### src/rtl/shift_sequencer.sv
// rtl/shift_sequencer.sv - load/shift/unload sequencer for one full-duplex shift register
// Transmits a parallel word MSB-first while capturing serial_in into the same register.
module shift_sequencer #(
   parameter int WIDTH = 8
) (
   input  logic             clk,
   input  logic             reset,
   input  logic             in_valid,
   input  logic [WIDTH-1:0] in_data,
   output logic             in_ready,
   output logic             serial_out,
   input  logic             serial_in,
   output logic             shift_en,
   output logic             out_valid,
   output logic [WIDTH-1:0] out_data,
   input  logic             out_ready,
   output logic             busy
);

   localparam int CW = $clog2(WIDTH + 1);

   typedef enum logic [1:0] {
      IDLE  = 2'd0,
      SHIFT = 2'd1,
      DONE  = 2'd2
   } state_t;

   state_t           state_q, state_d;
   logic [WIDTH-1:0] shreg_q, shreg_d;
   logic [CW-1:0]    bit_cnt_q, bit_cnt_d;

   always_ff @(posedge clk) begin
      if (reset) begin
         state_q   <= IDLE;
         shreg_q   <= '0;
         bit_cnt_q <= '0;
      end else begin
         state_q   <= state_d;
         shreg_q   <= shreg_d;
         bit_cnt_q <= bit_cnt_d;
      end
   end

   always_comb begin
      state_d    = state_q;
      shreg_d    = shreg_q;
      bit_cnt_d  = bit_cnt_q;
      in_ready   = 1'b0;
      shift_en   = 1'b0;
      serial_out = 1'b0;
      out_valid  = 1'b0;
      case (state_q)
         IDLE: begin
            in_ready = 1'b1;
            if (in_valid) begin
               shreg_d   = in_data;
               bit_cnt_d = '0;
               state_d   = SHIFT;
            end
         end
         SHIFT: begin
            shift_en   = 1'b1;
            serial_out = shreg_q[WIDTH-1];
            shreg_d    = {shreg_q[WIDTH-2:0], serial_in};
            bit_cnt_d  = bit_cnt_q + CW'(1);
            if (bit_cnt_q == CW'(WIDTH - 1)) begin
               state_d = DONE;
            end
         end
         DONE: begin
            out_valid = 1'b1;
            if (out_ready) begin
               state_d = IDLE;
            end
         end
         default: state_d = IDLE;
      endcase
      // Reset wins over the decoded outputs so nothing leaks while it is held.
      if (reset) begin
         in_ready   = 1'b0;
         shift_en   = 1'b0;
         serial_out = 1'b0;
         out_valid  = 1'b0;
      end
   end

   assign out_data = reset ? '0 : shreg_q;
   assign busy     = (state_q != IDLE) && !reset;

endmodule

### config.mk
export PLATFORM = sky130hd
export DESIGN_NAME = shift_sequencer
export DESIGN_NICKNAME = d
export VERILOG_FILES = /design/src/rtl/shift_sequencer.sv
export SDC_FILE = /design/constraint.sdc
export NUM_CORES = 1
export LEC_CHECK = 0
export CAP_MARGIN = 20
export CORE_MARGIN = 1
export CORE_UTILIZATION = 44
export CTS_CLUSTER_SIZE = 12
export DETAILED_ROUTE_END_ITERATION = 10
export PLACE_DENSITY_LB_ADDON = 0.08
export SLEW_MARGIN = 15
export SYNTH_ARGS = -nofsm -noshare
export SYNTH_HDL_FRONTEND = slang
export SYNTH_SLANG_ARGS = --single-unit
### constraint.sdc
create_clock -name clk -period 1.1 [get_ports clk]
set_input_delay 0.11 -clock clk [delete_from_list [all_inputs] [get_ports clk]]
set_output_delay 0.11 -clock clk [all_outputs]
set_load 0.005 [all_outputs]
==> results of run 1 <==
## synthesized netlist by cell type (all sizes together) (2+ instances only)
| master | instances | share of area [%] |
|---|---|---|
| a21oi | 3 | 1.9 |
| nor3 | 3 | 1.9 |
| inv | 2 | 0.97 |
| nand2b | 2 | 2.6 |
| o22ai | 3 | 2.4 |
| nand2 | 4 | 1.9 |
| nand3 | 2 | 1.3 |
| a211oi | 9 | 11 |
| nor2b | 8 | 6.5 |
| o2bb2ai | 5 | 5.7 |
| nor2 | 17 | 8.2 |
| buf | 6 | 6.3 |
| dfxtp | 14 | 36 |
## through the flow
stage                     hold slack, ns  cell area, um^2  setup TNS, ns  std cells  utilization [%]
after detailed placement           0.479             1180          -6.61        148             75.2
after floorplan                    0.250              774              0         90                -
after global placement             0.476             1180          -6.40        148             75.2
after CTS                          0.491             1370          -1.69        159             86.6
## logic make-up after synthesis
group | after synthesis | synth area share, %
AO/OA/AOI/OAI | 25 | 27.1
adder cells (fa/ha/maj) | 1 | 1.62
buffers and inverters | 9 | 7.75
flip-flops | 14 | 36.2
AND/OR/NAND/NOR | 41 | 27.3
## repair_timing
action                     CTS
pin swaps                    9
gates cloned                 1
setup buffers                8
setup endpoints to repair   24
gates resized for setup     66
==> reports/results.txt, run 1 <==
The first error in the log reads "[ERROR DPL-0033] detailed placement checks failed during check placement". In the synthesized netlist the async set-or-reset flop fraction comes to 0%. The synthesized area divided by synthesized cell count works out to 8.61 um^2. Number of flip-flops and latches in the synthesized netlist: 14.

The die boundary height was 44.0 um; the number of CTS-inserted buffers was 3. For this configuration, the core starts out at a cell density of 49.1%. Entering global routing, the biggest net connects 11 pins. The tools report the clock tree root buffer cell as sky130_fd_sc_hd__clkbuf_4. It got as far as global routing (5_1_grt) and failed there.

Summing every instance area after synthesis gives 774 um^2. The clock net in this run drives a total of 14 sinks. Synthesis instantiated 29 different standard cells from the library. The run stopped with a tool error.

Once global-route timing repair stopped, the endpoint with the least setup slack was in_ready. The tools report the cell count after synthesis as 90. Buffers inserted to repair hold after CTS numbered 0. The number of synthesized flops with an enable pin is 0, and the number of rows in the core area is 14. For this run, the number of Yosys warnings is 0. The number of nets handed over by synthesis was 104.

Detailed placement finished with a half-perimeter wire length of 1350 um. Port buffering added 25 buffers. The H-tree depth reported by CTS was 1. Most used flip-flop cell after synthesis: sky130_fd_sc_hd__dfxtp_1. The logs give -0.499 ns for the worst setup slack after placement and 0 for the initial antenna violation count. Counting along the longest clock path gives a buffer depth of 2. The logs give 0.756 for the global placer's final weighted congestion and 26 for the number of ports placed on the die boundary. The share of the Yosys chip area taken by registers is 36.2%. The kind of endpoint with the least setup slack is an output port.

The floorplan step set the die width to 44.0 um.
==> run 2, diff against run 1 <==
- CORE_AREA: not set -> 2 2 63 65
- CORE_MARGIN: 1 -> not set
- CORE_UTILIZATION: 44 -> not set
- CTS_CLUSTER_SIZE: 12 -> not set
- DIE_AREA: not set -> 0 0 65 67
- PLACE_DENSITY_LB_ADDON: 0.08 -> 0.15
==> run 2 against run 1 <==
  * The flow now finishes, with violations (negative setup slack)
  * Area after synthesis is the same
  * Synthesized cell count stayed put
==> reports/results.txt, run 2 <==
Counting flops with an async set or reset pin after synthesis yields a share of 0%. The root buffer cell chosen for the clock tree is sky130_fd_sc_hd__clkbuf_8. In this run the critical register-to-register path is launched from state_q[1]$_SDFFE_PP0P_. Worst hold path class: primary input to flip-flop.

The number of antenna-violating nets in the routed design was 0. In the post-synthesis netlist, the cell with the most instances is sky130_fd_sc_hd__nor2_1. Using the TritonRoute via totals, the vias-per-cell ratio works out to 4.36. The congestion estimate from routability-driven global placement came to 0.744.

0 antenna diodes ended up in the layout. The worst voltage drop across the vdd grid came out at 0.589 mV. Of the total power, the clock network draws 34.4%. The number of different library cells used by synthesis comes to 29.

Ranked by instance count, the synthesized netlist is headed by sky130_fd_sc_hd__nor2_1, sky130_fd_sc_hd__dfxtp_1, sky130_fd_sc_hd__nor2b_1, sky130_fd_sc_hd__a211oi_1, sky130_fd_sc_hd__o2bb2ai_1. The run finished, with violations left. Dividing total power by cell area gives a power density of 1000 nW/um^2. The shortest clock period the worst path allows after layout was 1.17 ns; the largest driver fanout on the critical path was 4. For the via count of the first global-routing pass, the log shows 827. The number of iterations in the first detailed-routing pass is 3, and the internal power contribution is 1090 uW.

At the pin with the least slew margin, the transition time is 0.236 ns. From synthesis to final layout, the design area changed by 88.0%. Start-to-end type of the worst setup path: flip-flop to output port. The most used flip-flop cell after synthesis is sky130_fd_sc_hd__dfxtp_1. Setup violations remaining at the end of the flow were counted as 15. The H-tree depth reported by CTS came out at 1. The library cell used most frequently in the layout, excluding fill and tap cells, is sky130_fd_sc_hd__buf_4. STA puts the critical path data required time at 0.99 ns. The run gives -0.499 ns as the worst setup slack after placement. Buffers inserted during clock tree synthesis total 3. The endpoint identified for the worst register-to-register timing path is shreg_q[4]$_SDFFE_PP0P_. The die is 65 um wide. The final critical path takes up 106% of the cycle. Counting flops with a built-in enable in the synthesized netlist gives 0. The die boundary height is 67 um.

After clock tree synthesis, the clock-pin slew on the worst setup and hold paths is 0.06 ns. Once the floorplan was initialized, standard cells occupied 21.5% of the core. The later pin in the worst-skew pair is clocked with a latency of 0.24 ns. The top cell type by area accounts for 36.2% of the synthesized area. The standard cell area after detailed placement is 1220 um^2. The routed via count is 833. The cell type with the highest aggregate area in the netlist is sky130_fd_sc_hd__dfxtp_1.

TritonCTS built the clock tree. The post-synthesis sequential area ratio is 36.2%. The tools report the max-slew violation total from the final report as 0. After filler insertion, the fill cell instance count of the layout stands at 365. The logs give 0 for the post-route DRC violation count and 0.00515 ns for the maximum clock skew at final layout.

Once layout is done, the placed cells without fillers occupy 1460 um^2. The largest registers in the layout are shreg_q: 8 flops, bit_cnt_q: 4 flops, state_q: 2 flops. The top cell types in the final layout, fill and taps aside, are sky130_fd_sc_hd__buf_4, sky130_fd_sc_hd__nor2_1, sky130_fd_sc_hd__buf_6. In the final layout, the share of cells above drive strength 1 is 51.0%. The tool flagged a number of max-cap violations equal to 0.

Per report_power, the sequential group accounts for 38.5% of the total. The leakage power is 0.000598 uW. The post-synthesis net count is 104. After global routing the overflow that remains totals 0.

For the initial antenna violation count, the log shows 0. The register containing the most flip-flops in the final layout is shreg_q. In this run the power spent charging and discharging nets is 369 uW. Counting instances, the worst hold path has a depth of 3. Synthesis inferred 14 register bits. The worst setup path is launched from a flip-flop. The flip-flop count of the largest register, all copies and words added works out to 8. After floorplanning, the core was divided into 22 placement rows.

The tools report the data arrival at the endpoint of the critical path as 1.06 ns. The first global-routing pass estimated 3850 um of wire. The final hold violation count came out at 0. Setup repair after global routing could not meet its margin everywhere.

Per report_power, the combinational group accounts for 27.1% of the total. Pin placement for this block handled 26 I/O pins. In this run the tightest slew margin relative to its limit is 84.2%. Net switching is 25.2% of the power. The number of hold buffers added after CTS was 0. For this run, the total global-route usage over all layers was measured as 11.5%. Summing every instance area after synthesis gives 774 um^2. The checks that failed: negative setup slack. The count of yosys warnings during synthesis is 0. The worst hold path begins at reset.

The logs give 158 for the number of nets in the layout and -0.0687 ns for the smallest setup slack after layout. Synthesis produced a netlist whose cell count is 90. The maximum number of pins on one net before global-route repair came out at 12. The tools report the die area as 4360 um^2.

The worst setup path is captured at an output port. The run gives 856 MHz as the highest achievable clock rate. The worst-case register-to-register setup slack is -0.06 ns, and the length in cells of the worst reg-to-reg path is 5. By area the synthesized netlist is led by sky130_fd_sc_hd__dfxtp_1, sky130_fd_sc_hd__nor2_1, sky130_fd_sc_hd__a211oi_2. The number of DRC violations after detailed-routing iteration 0 is 18, and the wire length per cell after detailed routing is 12.4 um. The average instance in the mapped netlist occupies 8.61 um^2.

Counting every sink on the clock net gives 14. Summed over all nets, the half-perimeter wirelength after detailed placement is 1690 um. The clock passes through at most 2 buffers. The path with the worst hold slack has its endpoint at shreg_q[6]$_SDFFE_PP0P_. After floorplanning, the core was sized to cover 3610 um^2. Count of buffers inserted at the top-level ports: 25. For this block, the routed nets add up to 2370 um of wire.
==> run 2: cell counts after synthesis <==
Identical to the previous run, type by type.
==> run 2: per-stage QoR <==
stage	cells	utilization, %	hold slack (ns)	TNS, ns	power, uW
after floorplan	90	-	0.250	0	724
after global placement	181	33.8	0.479	-8.01	915
after detailed placement	181	33.8	0.489	-7.89	912
after CTS	190	38.1	0.391	-0.823	1460
after global routing	191	40.4	0.432	-1.28	1540
final	191	40.4	0.410	-0.463	1460
==> run 2: cell families after synthesis <==
family                     count (synthesis)  synth area share, %
AOI/OAI and AO/OA                         25                 27.1
adders and majority gates                  1                 1.62
buffers and inverters                      9                 7.75
DFF                                       14                 36.2
and+or+nand+nor                           41                 27.3
==> run 2: layout make-up <==
cell class	count	area (um^2)	area share [%]
multi-input combinational	67	538	36.9
timing repair buffer	56	505	34.7
sequential	14	290	19.9
tap	48	60.1	4.12
clock buffer	4	55.1	3.78
inverter	2	7.51	0.515
==> run 2: metal layers <==
metal / track usage [%] / up-vias / routed length [um]
met2: 19.1 / 19 / 1090
met5: 0 / - / 0
met1: 14.5 / 381 / 1150
met4: 3.19 / 0 / 16
met3: 3.38 / 2 / 105
li1: - / 431 / -
==> run 2: worst max-delay path by stage <==
stage | from | slack [ns] | cells after the start | to
after detailed placement | reset | -0.50 | 4 | out_valid
after floorplan | state_q[0]$_SDFFE_PP0P_ | 0.08 | 4 | bit_cnt_q[3]$_SDFFE_PP0P_
after global placement | reset | -0.50 | 4 | out_valid
after CTS | state_q[1]$_SDFFE_PP0P_ | -0.17 | 4 | in_ready
final | state_q[1]$_SDFFE_PP0P_ | -0.07 | 3 | serial_out
after global routing | state_q[1]$_SDFFE_PP0P_ | -0.11 | 4 | in_ready
==> run 2: critical path: stages, from the launching register on <==
cell and delay (ns):
sky130_fd_sc_hd__dfxtp_4 0.37, sky130_fd_sc_hd__and2b_1 0.21, sky130_fd_sc_hd__and2_4 0.14, sky130_fd_sc_hd__buf_6 0.10
==> run 2: power by group through the flow <==
stage                     Combinational [uW]  Sequential (uW)  Clock [uW]
after floorplan                          154              570           0
after global placement                   342              573           0
after detailed placement                 340              572           0
after CTS                                363              562         531
after global routing                     431              569         545
final                                    397              563         503
==> run 2: repair_timing <==
item,in CTS,in global routing
setup endpoints to repair,27,22
resized for setup,59,24
endpoints found under the hold margin,0,0
buffers inserted,6,2
pin swaps,11,10
Power figures use the tool's default switching activity.
==> run 3, diff against run 2 <==
- GPL_TIMING_DRIVEN: not set -> 0
==> run 3 against run 2 <==
  * Flip-flop and latch count is the same
  * Non-clock buffer count shrank 8
  * Final area grew 0.94%
  * Critical endpoint is now in_ready
  * Sequential share of layout area grew 0.75 points
  * Final cell count shrank 4.2%
  * Register-to-register slack lost 0.03 ns
  * Hold slack lost 0.082 ns
  * Core utilization grew 0.38 points
  * Wire length grew 3.9%
  * Setup slack lost 0.079 ns
  * Clock power grew 2%
  * The run still ends with negative setup slack left
==> reports/results.txt, run 3 (synthesis results as in run 2) <==
After detailed routing, the number of vias per cell comes to 4.56. The register with the most flip-flops in the layout has 8 of them. The highest achievable clock rate was 802 MHz; the number of rows in the core area was 22. The detailed router finished its first iteration with 20 violations.

The tools report the leakage power as 0.000572 uW. The run gives 0 as the final hold violation count. The standard cell area after detailed placement is 1070 um^2. The total instance count after detailed placement is 162.

The number of nets in the layout was 150. In this run the worst path has a maximum fanout of 6. Tracing the worst setup path back leads to its startpoint at state_q[0]$_SDFFE_PP0P_.

Setup repair after global routing could not meet its margin everywhere. Entering global routing, the biggest net connects 11 pins. The startpoint of the worst hold path is in_valid.

The tools report the H-tree depth reported by CTS as 1. In this run the tightest slew margin relative to its limit is 83.4%. The startpoint identified for the worst register-to-register timing path is state_q[0]$_SDFFE_PP0P_. The number of antenna-violating nets in the routed design was 0. The tools report the post-route DRC violation count as 0. For this block, the routed nets add up to 2460 um of wire.

The worst setup path is launched from a flip-flop. Setup violations remaining at the end of the flow were counted as 18. STA classifies the critical path endpoint as an output port. The register with the most flip-flops in the final layout is shreg_q. At the end of the flow the core is filled with cells to 40.8%. STA puts the critical path data required time at 0.99 ns.

The wire length per cell after detailed routing was 13.4 um; the transition time at the pin with the least slew margin was 0.250 ns. The die covers 4360 um^2. The run finished, with violations left. TritonCTS built the clock tree. The starting utilization of the core area was 21.5%; the final non-filler cell area was 1470 um^2. The worst hold path class is primary input to flip-flop. The tools report the smallest setup slack after layout as -0.147 ns. The count of buffers inserted at the top-level ports came out at 24. On the final layout, the worst clock skew is 0.00190 ns.

In the layout the commonest cells are sky130_fd_sc_hd__buf_6, sky130_fd_sc_hd__clkdlybuf4s50_1, sky130_fd_sc_hd__buf_4. The HPWL after detailed placement was 1490 um; the data arrival at the endpoint of the critical path was 1.14 ns. The run gives 0.24 ns as the clock latency on the worst-skew pair.

The final reports fail on negative setup slack. For the worst setup slack after placement, the log shows -0.820 ns. The die is 65 um wide. The buffer levels on the longest clock path was 2; the antenna diode count was 0. The pre-antenna-repair detailed-routing pass consisted of 4 iterations. Global routing used 11.5% of the available tracks across all layers.

In the final layout, the share of cells above drive strength 1 is 65.2%. CTS saw 14 sinks. The die boundary height came out at 67 um. The final standard cell count with taps included and fillers excluded was 183.

The run gives 0 as the initial antenna violation count. The run gives 0.649 mV as the worst voltage drop across the vdd grid. The final critical path takes up 113% of the cycle. Across all layers, the routed design uses 835 vias. The tree is rooted in a sky130_fd_sc_hd__clkbuf_8. The largest registers in the layout are shreg_q: 8 flops, bit_cnt_q: 4 flops, state_q: 2 flops. In this run the power density over the cells is 1020 nW/um^2. The start-to-end type of the worst setup path was flip-flop to output port. For the max-slew violation total from the final report, the log shows 0. The first global-routing pass estimated 3840 um of wire. Clock slew seen by the registers of the worst setup and hold paths: 0.06 ns. Pin placement for this block handled 26 I/O pins. The placeable core region is 3610 um^2. The via count of the first global-routing pass came out at 813.

The logs give 0 for the number of buffers inserted by hold repair at cts and 0 for the overall overflow remaining after global route. Clock tree synthesis inserted a total of 3 buffers. The max-capacitance violation count was 0. The synthesis-to-finish area growth was 89.8%; the shortest clock period the worst path allows after layout was 1.25 ns. Routability-driven placement finished with a final weighted congestion of 0.727.
## run 3: worst max-delay path, stage by stage (launching register included)
cell and delay, ns:
sky130_fd_sc_hd__dfxtp_4 0.35, sky130_fd_sc_hd__buf_6 0.12, sky130_fd_sc_hd__buf_8 0.13, sky130_fd_sc_hd__nor3_4 0.16
sky130_fd_sc_hd__buf_2 0.13
## run 3: metal layers
metal	vias to the layer above	global-route usage (%)	share of wire, %
met5	-	0	0
met4	0	1.60	0.41
met3	2	3.55	5.5
met2	21	20.2	52
met1	397	14.0	42
li1	415	-	-
## run 3: layout make-up
cell class,count,area [um^2]
Buffer,6,65.1
Multi-Input combinational cell,67,603
Timing Repair Buffer,42,368
Fill cell,384,2140
Sequential cell,14,304
Inverter,2,15.0
Clock buffer,4,55.1
Tap cell,48,60.1
## run 3: power breakdown
part	total, uW	switching, uW	internal [uW]
sequential	580	35.6	544
clock	511	194	317
combinational	408	175	233
## run 3: per-stage QoR
stage / total power (uW) / TNS (ns) / hold slack, ns
6_report: 1500 / -1.26 / 0.328
5_1_grt: 1570 / -2.18 / 0.352
4_1_cts: 1440 / -2.67 / 0.318
3_5_place_dp: 851 / -11.39 / 0.500
3_3_place_gp: 850 / -10.97 / 0.483
2_1_floorplan: 724 / 0 / 0.250
## run 3: path summary, 6_finish.rpt
path / slack (ns) / cells past startpoint / endpoint
max: -0.15 / 4 / in_ready
min: 0.33 / 3 / shreg_q[5]$_SDFFE_PP0P_
max reg2reg: -0.09 / 6 / bit_cnt_q[3]$_SDFFE_PP0P_
min reg2reg: 0.47 / 1 / bit_cnt_q[0]$_SDFFE_PP0P_
## run 3: timing repair
action / CTS / global route
endpoints found under the hold margin: 0 / 0
setup endpoints to repair: 20 / 27
pin swaps: 15 / 11
setup buffers: 11 / 7
resized for setup: 73 / 45
gates cloned: 1 / 0
